[src/rtl/pipelined_addsub.sv]
// Pipelined two's-complement add/sub, one STAGE_W-bit carry-ripple slice per stage; latency WIDTH/STAGE_W cycles.
// Backpressure: the whole pipe freezes while a result waits on out_ready, and in_ready drops for those cycles.
module pipelined_addsub #(
   parameter int WIDTH   = 16,
   parameter int STAGE_W = 4
) (
   input  logic             clk,
   input  logic             rst,
   input  logic             in_valid,
   output logic             in_ready,
   input  logic [WIDTH-1:0] a,
   input  logic [WIDTH-1:0] b,
   input  logic             cin,
   input  logic             sub,
   output logic             out_valid,
   input  logic             out_ready,
   output logic [WIDTH-1:0] sum,
   output logic             cout,
   output logic             ovf,
   output logic             zero
);

   localparam int STAGES = WIDTH / STAGE_W;

   logic stall;

   assign stall    = out_valid && !out_ready;
   assign in_ready = !stall;

   for (genvar k = 0; k < STAGES; k++) begin : g_stage
      // Operands shrink by one slice per stage; the result grows by one slice.
      localparam int IN_W  = WIDTH - k * STAGE_W;
      localparam int REM_W = IN_W - STAGE_W;
      localparam int SUM_W = (k + 1) * STAGE_W;

      logic [IN_W-1:0]    a_in;
      logic [IN_W-1:0]    b_in;
      logic               v_in;
      logic               c_in;
      logic [STAGE_W:0]   slice;
      logic [SUM_W-1:0]   s_new;
      logic               vld_q;
      logic               c_q;
      logic [SUM_W-1:0]   s_q;

      if (k == 0) begin : g_head
         assign a_in  = a;
         assign b_in  = sub ? ~b : b;
         assign c_in  = sub | cin;
         assign v_in  = in_valid;
         assign s_new = slice[STAGE_W-1:0];
      end else begin : g_body
         assign a_in  = g_stage[k-1].g_opnd.a_q;
         assign b_in  = g_stage[k-1].g_opnd.b_q;
         assign c_in  = g_stage[k-1].c_q;
         assign v_in  = g_stage[k-1].vld_q;
         assign s_new = {slice[STAGE_W-1:0], g_stage[k-1].s_q};
      end

      assign slice = {1'b0, a_in[STAGE_W-1:0]} + {1'b0, b_in[STAGE_W-1:0]}
                   + {{STAGE_W{1'b0}}, c_in};

      always_ff @(posedge clk) begin
         if (rst) begin
            vld_q <= 1'b0;
            c_q   <= 1'b0;
            s_q   <= '0;
         end else if (!stall) begin
            vld_q <= v_in;
            c_q   <= slice[STAGE_W];
            s_q   <= s_new;
         end
      end

      if (REM_W > 0) begin : g_opnd
         logic [REM_W-1:0] a_q;
         logic [REM_W-1:0] b_q;

         always_ff @(posedge clk) begin
            if (rst) begin
               a_q <= '0;
               b_q <= '0;
            end else if (!stall) begin
               a_q <= a_in[IN_W-1:STAGE_W];
               b_q <= b_in[IN_W-1:STAGE_W];
            end
         end
      end else begin : g_tail
         logic ovf_q;
         logic zero_q;

         // Carry into the MSB is recovered as a^b^s at that bit.
         always_ff @(posedge clk) begin
            if (rst) begin
               ovf_q  <= 1'b0;
               zero_q <= 1'b0;
            end else if (!stall) begin
               ovf_q  <= a_in[STAGE_W-1] ^ b_in[STAGE_W-1] ^ slice[STAGE_W-1] ^ slice[STAGE_W];
               zero_q <= (s_new == '0);
            end
         end
      end
   end

   assign out_valid = g_stage[STAGES-1].vld_q;
   assign sum       = g_stage[STAGES-1].s_q;
   assign cout      = g_stage[STAGES-1].c_q;
   assign ovf       = g_stage[STAGES-1].g_tail.ovf_q;
   assign zero      = g_stage[STAGES-1].g_tail.zero_q;

endmodule

[config.mk]
export PLATFORM = sky130hd
export DESIGN_NAME = pipelined_addsub
export DESIGN_NICKNAME = d
export VERILOG_FILES = /design/src/rtl/pipelined_addsub.sv
export SDC_FILE = /design/constraint.sdc
export NUM_CORES = 1
export LEC_CHECK = 0
export CAP_MARGIN = 0
export CORE_ASPECT_RATIO = 1.2
export CORE_UTILIZATION = 57
export CTS_BUF_LIST = sky130_fd_sc_hd__clkbuf_2
export DETAILED_ROUTE_END_ITERATION = 8
export PLACE_DENSITY = 0.83
export SLEW_MARGIN = 5
export SYNTH_ARGS = -nofsm -noshare
export SYNTH_HDL_FRONTEND = slang
export SYNTH_SLANG_ARGS = --single-unit
export TNS_END_PERCENT = 20
[constraint.sdc]
create_clock -name clk -period 4.1 [get_ports clk]
set_input_delay 1.025 -clock clk [delete_from_list [all_inputs] [get_ports clk]]
set_output_delay 1.025 -clock clk [all_outputs]
set_load 0.01 [all_outputs]
==> results list, run 1 <==
- Status: finished, final reports clean
* Terminus of the critical flop-to-flop path: zero$_SDFFE_PP0N_
* Start point of the worst hold path: g_stage[0].s_q[2]$_SDFFE_PP0N_
* Worst min-delay path class: reg -> reg
- Once detail routing completed, the nets flagged for antenna violations numbered 0.
- The startpoint identified for the worst register-to-register timing path is g_stage[2].c_q$_SDFFE_PP0N_.
* CTS tree: built
* Final Wtd Congestion: 0.7995
* # Post-CTS Setup Buffers: 0
* Router iterations before antenna repair: 4
* Worst Skew: 0.02662 ns
- The share of the Yosys chip area taken by registers is 48.01%.
- Antenna violations before repair: 0
* Fin crit share: 77.60%
* Clk slew on worst S/H paths: 0.26 ns
- Power density relative to cell area: 389.6 nW/um2
* Number of standard cells in the final layout excluding fillers: 609
* Unrepaired setup endpoints after global routing: false
* Post-Syn Area per Cell: 8.567 um2
- DIE HEIGHT: 94.75 um
- Using the TritonRoute via totals, the vias-per-cell ratio works out to 5.304.
* Primary flip-flop cell chosen by synthesis mapping: sky130_fd_sc_hd__dfxtp_1
- Across all register-to-register paths, the minimum setup slack is 2.06 ns.
* Number of I/O port buffers: 58
- The critical path is of the in -> out type.
* Core Area: 6895 um2
- Summed over all layers, the routed wires come to 8071 um.
- Number of fill cells: 538
- Maximum net fanout on the critical path: 2
* Critical path required time: 3.07 ns
* Maximum buffer depth of the clock tree: 2
* Post-synth cell types: 32
- Arrival time at the worst endpoint: 2.16 ns
* Chip Width: 79.30 um
- The worst-case IR drop observed on VDD is 0.2539 mV.
* Sequential Area: 1962 um2
- Area of the mapped netlist: 4086 um2
- The final hold violation count was 0.
- For this run, the total global-route usage over all layers was measured as 23.33%.
- For this design, the sink count on the clock tree is 98.
- At the pin with the least slew margin, the transition time is 1.041 ns.
* Via count of the first global-routing pass: 2989
* Overall overflow remaining after global route: 0
- From synthesis to final layout, the design area changed by 17.64%.
- Async set-or-reset flop fraction in the synthesized netlist: 0%
* CTS-repair resized insts: 0
- Share of cells above drive strength 1: 5.747%
- Summing all multi-input logic gate instances after layout gives 1939 um2.
- Setup violations remaining at the end of the flow were counted as 0.
* Worst hold stages: 2
- Post-route setup TNS: 0 ns
- CTS built an H-tree with a depth of 3.
* Total number of vias: 3230
* Count of mapped cells out of synthesis: 477
- Reg2reg path depth: 5
* Total I/O pin count: 59
* Critical path launch point type: input pin
- Yosys reg bits: 98
- The initialized floorplan defines 33 standard-cell rows.
- Average routed wire per standard cell: 13.25 um
- Hold buffer count at cts: 0
- 1st-iter DRT viols: 179
* Total half-perimeter wirelength after legalization and detailed placement: 5338 um
* Global-route wire length before repair: 13400 um
- For the worst-skew pair, the clock arrives at the later sink with an insertion delay of 0.56 ns.
* Total DRC errors in the routed layout: 0
* Time the final worst path needs with I/O delays and setup: 3.182 ns
- Final-stage net count: 575
* Final max-slew violation count: 0
- The path with the worst hold slack has its endpoint at g_stage[1].s_q[2]$_SDFFE_PP0N_.
- In this run, placement finished with an instance count of 593.
- Pin count of the biggest net entering global routing: 115
- Number of enable flip-flop cells after synthesis: 0
* Net Count, Synth: 535
* Die area: 7513 um2
- STA classifies the critical path endpoint as an output port.
* Clk root buf: sky130_fd_sc_hd__clkbuf_2
- Max Freq: 314.3 MHz
- Across the run, the number of max-cap violations was 0.
* Worst rel slew slack: 30.63%
- Number of inserted diodes: 0
* Inserted Clock Buffers: 9
- Warning count from the yosys run: 0
* Initial cell density of the core: 59.26%
* Leak Pwr: 0.001907 uW
## state kept, by name (all words and copies together), names as in the netlist, 3 cells and up
register,count
g_stage.g_opnd.a_q,24
sum,16
g_stage.g_opnd.b_q,24
g_stage.s_q,24
g_stage.vld_q,3
g_stage.c_q,3
## cell usage after synthesis (2+ instances only)
library cell / number / share of area [%]
sky130_fd_sc_hd__a211oi_1: 20 / 3.7
sky130_fd_sc_hd__a21o_1: 7 / 1.3
sky130_fd_sc_hd__a21oi_1: 74 / 9.1
sky130_fd_sc_hd__buf_2: 22 / 2.7
sky130_fd_sc_hd__buf_4: 3 / 0.55
sky130_fd_sc_hd__clkbuf_1: 10 / 0.92
sky130_fd_sc_hd__dfxtp_1: 98 / 48
sky130_fd_sc_hd__fa_1: 8 / 3.9
sky130_fd_sc_hd__ha_1: 12 / 3.7
sky130_fd_sc_hd__inv_1: 3 / 0.28
sky130_fd_sc_hd__nand2_1: 142 / 13
sky130_fd_sc_hd__nand3_1: 3 / 0.37
sky130_fd_sc_hd__nand3b_1: 4 / 0.73
sky130_fd_sc_hd__nand4b_1: 3 / 0.64
sky130_fd_sc_hd__nor2_1: 25 / 2.3
sky130_fd_sc_hd__nor3_1: 3 / 0.37
sky130_fd_sc_hd__nor4_1: 2 / 0.31
sky130_fd_sc_hd__or4_1: 4 / 0.73
sky130_fd_sc_hd__xnor2_1: 18 / 3.9
sky130_fd_sc_hd__xor2_1: 4 / 0.86
## through the flow
| stage | cell area, um2 | power, uW | utilization, % | hold slack, ns | setup slack, ns |
|---|---|---|---|---|---|
| floorplan | 4086 | 1212 | - | 0.4321 | 1.057 |
| global placement | 4646 | 1292 | 67.37 | 0.4377 | 0.7685 |
| detailed placement | 4646 | 1304 | 67.37 | 0.4438 | 0.7118 |
| CTS | 4807 | 1880 | 69.72 | 0.4413 | 0.9122 |
| global route | 4807 | 1951 | 69.72 | 0.4725 | 0.8721 |
| finish | 4807 | 1873 | 69.72 | 0.4597 | 0.9185 |
## worst max path at each step
stage               startpoint                           to  slack, ns  cells past startpoint
floorplan                  sub  g_stage[0].c_q$_SDFFE_PP0N_       1.06                      8
global placement           sub  g_stage[0].c_q$_SDFFE_PP0N_       0.77                      7
detailed placement         sub  g_stage[0].c_q$_SDFFE_PP0N_       0.71                      7
CTS                  out_ready                     in_ready       0.91                      4
global route         out_ready                     in_ready       0.87                      4
finish               out_ready                     in_ready       0.92                      4
## critical path: stages
cell and delay, ns:
sky130_fd_sc_hd__clkdlybuf4s50_1 0.51, sky130_fd_sc_hd__nor2b_4 0.05, sky130_fd_sc_hd__inv_2 0.05, sky130_fd_sc_hd__clkdlybuf4s50_1 0.52
## layer usage
metal / vias to the layer above / global-route usage [%] / part of all wire [%]
met4: 0 / 12.73 / 2.8
met3: 19 / 4.734 / 3.7
met5: - / 0 / 0
met2: 73 / 37.79 / 50
met1: 1473 / 29.08 / 43
li1: 1665 / - / -
## cell usage in the layout, fill, tap and decap left out, types with 2 or more instances in the layout
cell / count
sky130_fd_sc_hd__a21o_1: 7
sky130_fd_sc_hd__dfxtp_1: 98
sky130_fd_sc_hd__nand2_1: 142
sky130_fd_sc_hd__buf_4: 6
sky130_fd_sc_hd__clkbuf_2: 9
sky130_fd_sc_hd__a21oi_1: 74
sky130_fd_sc_hd__nor4_1: 2
sky130_fd_sc_hd__inv_1: 3
sky130_fd_sc_hd__nand4b_1: 3
sky130_fd_sc_hd__ha_1: 12
sky130_fd_sc_hd__bufinv_16: 3
sky130_fd_sc_hd__xor2_1: 4
sky130_fd_sc_hd__nand3b_1: 4
sky130_fd_sc_hd__or4_1: 4
sky130_fd_sc_hd__nor3_1: 3
sky130_fd_sc_hd__nand3_1: 3
sky130_fd_sc_hd__nor2_1: 25
sky130_fd_sc_hd__xnor2_1: 18
sky130_fd_sc_hd__clkdlybuf4s50_1: 57
sky130_fd_sc_hd__a211oi_1: 20
sky130_fd_sc_hd__fa_1: 8
## cell type report
cell class                 instances  area share [%]
sequential                        98           40.81
multi-input combinational        340           40.34
timing repair buffer              64           12.91
clock inverter                     7           2.421
tap                               87           2.264
clock buffer                       9          0.9370
inverter                           4          0.3123
## cell families after synthesis
group	Yosys count	synth area share, %
buffers and inverters	39	4.532
AOI/OAI and AO/OA	107	15.68
and+or+nand+nor	191	19.47
adders and majority gates	20	7.593
xor gates and xnor gates	22	4.715
DFF	98	48.01
## report_power, final
group          internal [uW]  switching, uW
Combinational            121            110
Sequential              1020           37.9
Clock                    263            323
(Power assumes the default switching activity.)
==> run 2: changes to the inputs <==
Settings changed: CORE_UTILIZATION 57 to 51, PLACE_DENSITY 0.83 to 0.79.
Clock period 4.1 ns to 2.7 ns, I/O delays scaled along.
==> run 2 against run 1 <==
Effect of this change: routed wire length is 3.6% lower; final cell count is 0.99% higher; highest routed layer unchanged; non-clock buffer count is 1 higher; clock skew is 0.0064 ns higher; register-to-register slack worse by 1.4 ns; global-route usage is 3.6 points lower; worst hold slack worse by 0.013 ns; final area hardly changed.
==> results list, run 2 (synthesized netlist as in run 1, its figures left out) <==
- Share of cells above drive strength 1: 6.119% (was 5.747%)
* Initial cell density of the core: 53.02% (was 59.26%)
- Pin count of the biggest net entering global routing: 115 (unchanged)
* Max-cap violations: 0 (unchanged)
- Hold buffer count at cts: 0 (unchanged)
- The number of I/O port buffers is 58 (unchanged).
* Cell row count: 35 (was 33)
- Counting I/O delays and the setup requirement, the final critical path takes 2.498 ns.
- Final-stage net count: 576 (was 575)
- Total I/O pin count: 59 (unchanged)
- The average via count per standard cell is 5.231 (was 5.304).
* Post-placement worst setup slack: -0.3526 ns (was 0.7118 ns)
* Routed wire length: 7781 um (was 8071 um)
* Most common cell after layout, fill and taps aside: sky130_fd_sc_hd__nand2_1 (unchanged)
* Total number of vias: 3217 (was 3230)
* Number of nets with antenna violations after detailed routing: 0 (unchanged)
- Inserted Clock Buffers: 9 (unchanged)
- The worst hold-check path type is reg -> reg (unchanged).
- The average wire length per cell after detail routing is 12.65 um (was 13.25 um).
* Worst-Margin Slew: 1.024 ns (was 1.041 ns)
* Fin crit share: 92.53%
- Endpoint kind of the worst setup timing path: output port (unchanged)
* CTS tree: built (unchanged)
- The number of setup violations in the final report was 0 (unchanged).
- Core Area: 7707 um2 (was 6895 um2)
- Final Wtd Congestion: 0.8241 (was 0.7995)
* Overall overflow remaining after global route: 0 (unchanged)
* Clk root buf: sky130_fd_sc_hd__clkbuf_2 (unchanged)
- The worst ir drop on vdd was 0.3798 mV (was 0.2539 mV).
- Maximum buffer depth of the clock tree: 2 (unchanged)
- The combined global-route utilization of all metal layers is 19.70% (was 23.33%).
* Clock latency on the worst-skew pair: 0.55 ns (was 0.56 ns)
- 1st-iter DRT viols: 182 (was 179)
- The post-route setup TNS is 0 ns (unchanged).
- Most used cells in the layout excluding fill and tap cells: sky130_fd_sc_hd__nand2_1 (142), sky130_fd_sc_hd__dfxtp_1 (98), sky130_fd_sc_hd__a21oi_1 (74) (unchanged).
* Total clock sinks: 98 (unchanged)
- The worst path required time came to 2.03 ns (was 3.07 ns).
* Status: finished, final reports clean (unchanged)
- The area growth from synthesis to layout came to 17.61% (was 17.64%).
- Max Freq: 400.3 MHz
- The die extent in y was 100.1 um (was 94.75 um).
* Worst Skew: 0.03305 ns (was 0.02662 ns)
* Antenna violations before repair: 0 (unchanged)
- Chip Width: 83.72 um (was 79.30 um)
- Biggest registers after layout: g_stage.g_opnd.a_q x24, g_stage.g_opnd.b_q x24, g_stage.s_q x24 (unchanged)
- The static leakage came to 0.001905 uW (was 0.001907 uW).
* Critical path launch point type: input pin (unchanged)
- Die area: 8376 um2 (was 7513 um2)
- The HPWL after detailed placement is 5281 um (was 5338 um).
- The final worst setup slack was 0.2018 ns (was 0.9185 ns).
- The max-slew violation total from the final report is 0 (unchanged).
- Global-route wire length before repair: 13190 um (was 13400 um)
- CTS-repair resized insts: 0 (unchanged)
- Router iterations before antenna repair: 5 (was 4)
* Total DRC errors in the routed layout: 0 (unchanged)
* Arrival time at the worst endpoint: 1.82 ns (was 2.16 ns)
- Type of the setup path with the least slack: in -> out (unchanged)
- Clk slew on worst S/H paths: 0.26 ns (about the same)
* Power density relative to cell area: 553.6 nW/um2 (was 389.6 nW/um2)
- The number of levels in the clock H-tree is 3 (unchanged).
- The filler cell count in the final layout is 701 (was 538).
- Core Util, Final: 62.35% (was 69.72%)
* Worst rel slew slack: 31.74% (was 30.63%)
* Via count of the first global-routing pass: 2974 (was 2989)
- The final hold violation count came to 0 (unchanged).
* Maximum net fanout on the critical path: 2 (unchanged)
- Unrepaired setup endpoints after global routing: false (unchanged).
- # Post-CTS Setup Buffers: 0 (unchanged)
- Number of inserted diodes: 0 (unchanged)
[run 2: cell count changes in the layout (fill, tap and decap cells not counted)]
cell | previous run | this run
sky130_fd_sc_hd__clkbuf_2 | 9 | 11
sky130_fd_sc_hd__clkinv_1 | 1 | 0
sky130_fd_sc_hd__bufinv_16 | 3 | 1
sky130_fd_sc_hd__buf_12 | 0 | 2
sky130_fd_sc_hd__buf_4 | 6 | 5
sky130_fd_sc_hd__clkinv_4 | 1 | 4
sky130_fd_sc_hd__inv_6 | 1 | 0
sky130_fd_sc_hd__inv_2 | 1 | 0
[run 2: area by class of cell]
class / count / area (um2) / share of cell area [%]
Sequential cell: 98 / 1962 / 40.82
Multi-Input combinational cell: 340 / 1939 / 40.35
Timing Repair Buffer: 65 / 653.1 / 13.59
Tap cell: 92 / 115.1 / 2.395
Clock inverter: 5 / 65.06 / 1.354
Clock buffer: 11 / 55.05 / 1.146
Inverter: 4 / 16.27 / 0.3385
[run 2: path summary, 6_finish.rpt]
kind | slack [ns] | startpoint | endpoint | depth (start not counted)
min | 0.45 | g_stage[0].s_q[0]$_SDFFE_PP0N_ | g_stage[1].s_q[0]$_SDFFE_PP0N_ | 2
min reg2reg | 0.45 | g_stage[0].s_q[0]$_SDFFE_PP0N_ | g_stage[1].s_q[0]$_SDFFE_PP0N_ | 2
max | 0.20 | out_ready | in_ready | 4
max reg2reg | 0.71 | g_stage[2].c_q$_SDFFE_PP0N_ | ovf$_SDFFE_PP0N_ | 6
[run 2: through the flow]
stage / hold slack, ns / cells / instance area [um2] / total power (uW)
global route: 0.4738 / 615 / 4806 / 2805
finish: 0.4467 / 615 / 4806 / 2660
CTS: 0.4538 / 615 / 4806 / 2681
global placement: 0.4380 / 599 / 4686 / 1970
detailed placement: 0.4443 / 599 / 4686 / 1987
floorplan: 0.4321 / 477 / 4086 / 1840
[run 2: critical path, cell delays in order]
cell and delay, ns:
sky130_fd_sc_hd__clkdlybuf4s50_1 0.50, sky130_fd_sc_hd__nor2b_4 0.05, sky130_fd_sc_hd__clkinv_2 0.06, sky130_fd_sc_hd__clkdlybuf4s50_1 0.53
[run 2: power by group]
group	leakage, uW	internal [uW]	switching, uW
clock	0.0000763	229	474
sequential	0.000806	1550	57.7
combinational	0.00102	188	166
[run 2: routing by layer]
layer  up-vias  GRT usage (%)  part of all wire [%]
met1      1464          24.03                    45
met5         -              0                     0
met4         0          11.99                   3.4
li1       1672              -                     -
met3        19          2.961                   3.2
met2        62          33.02                    48
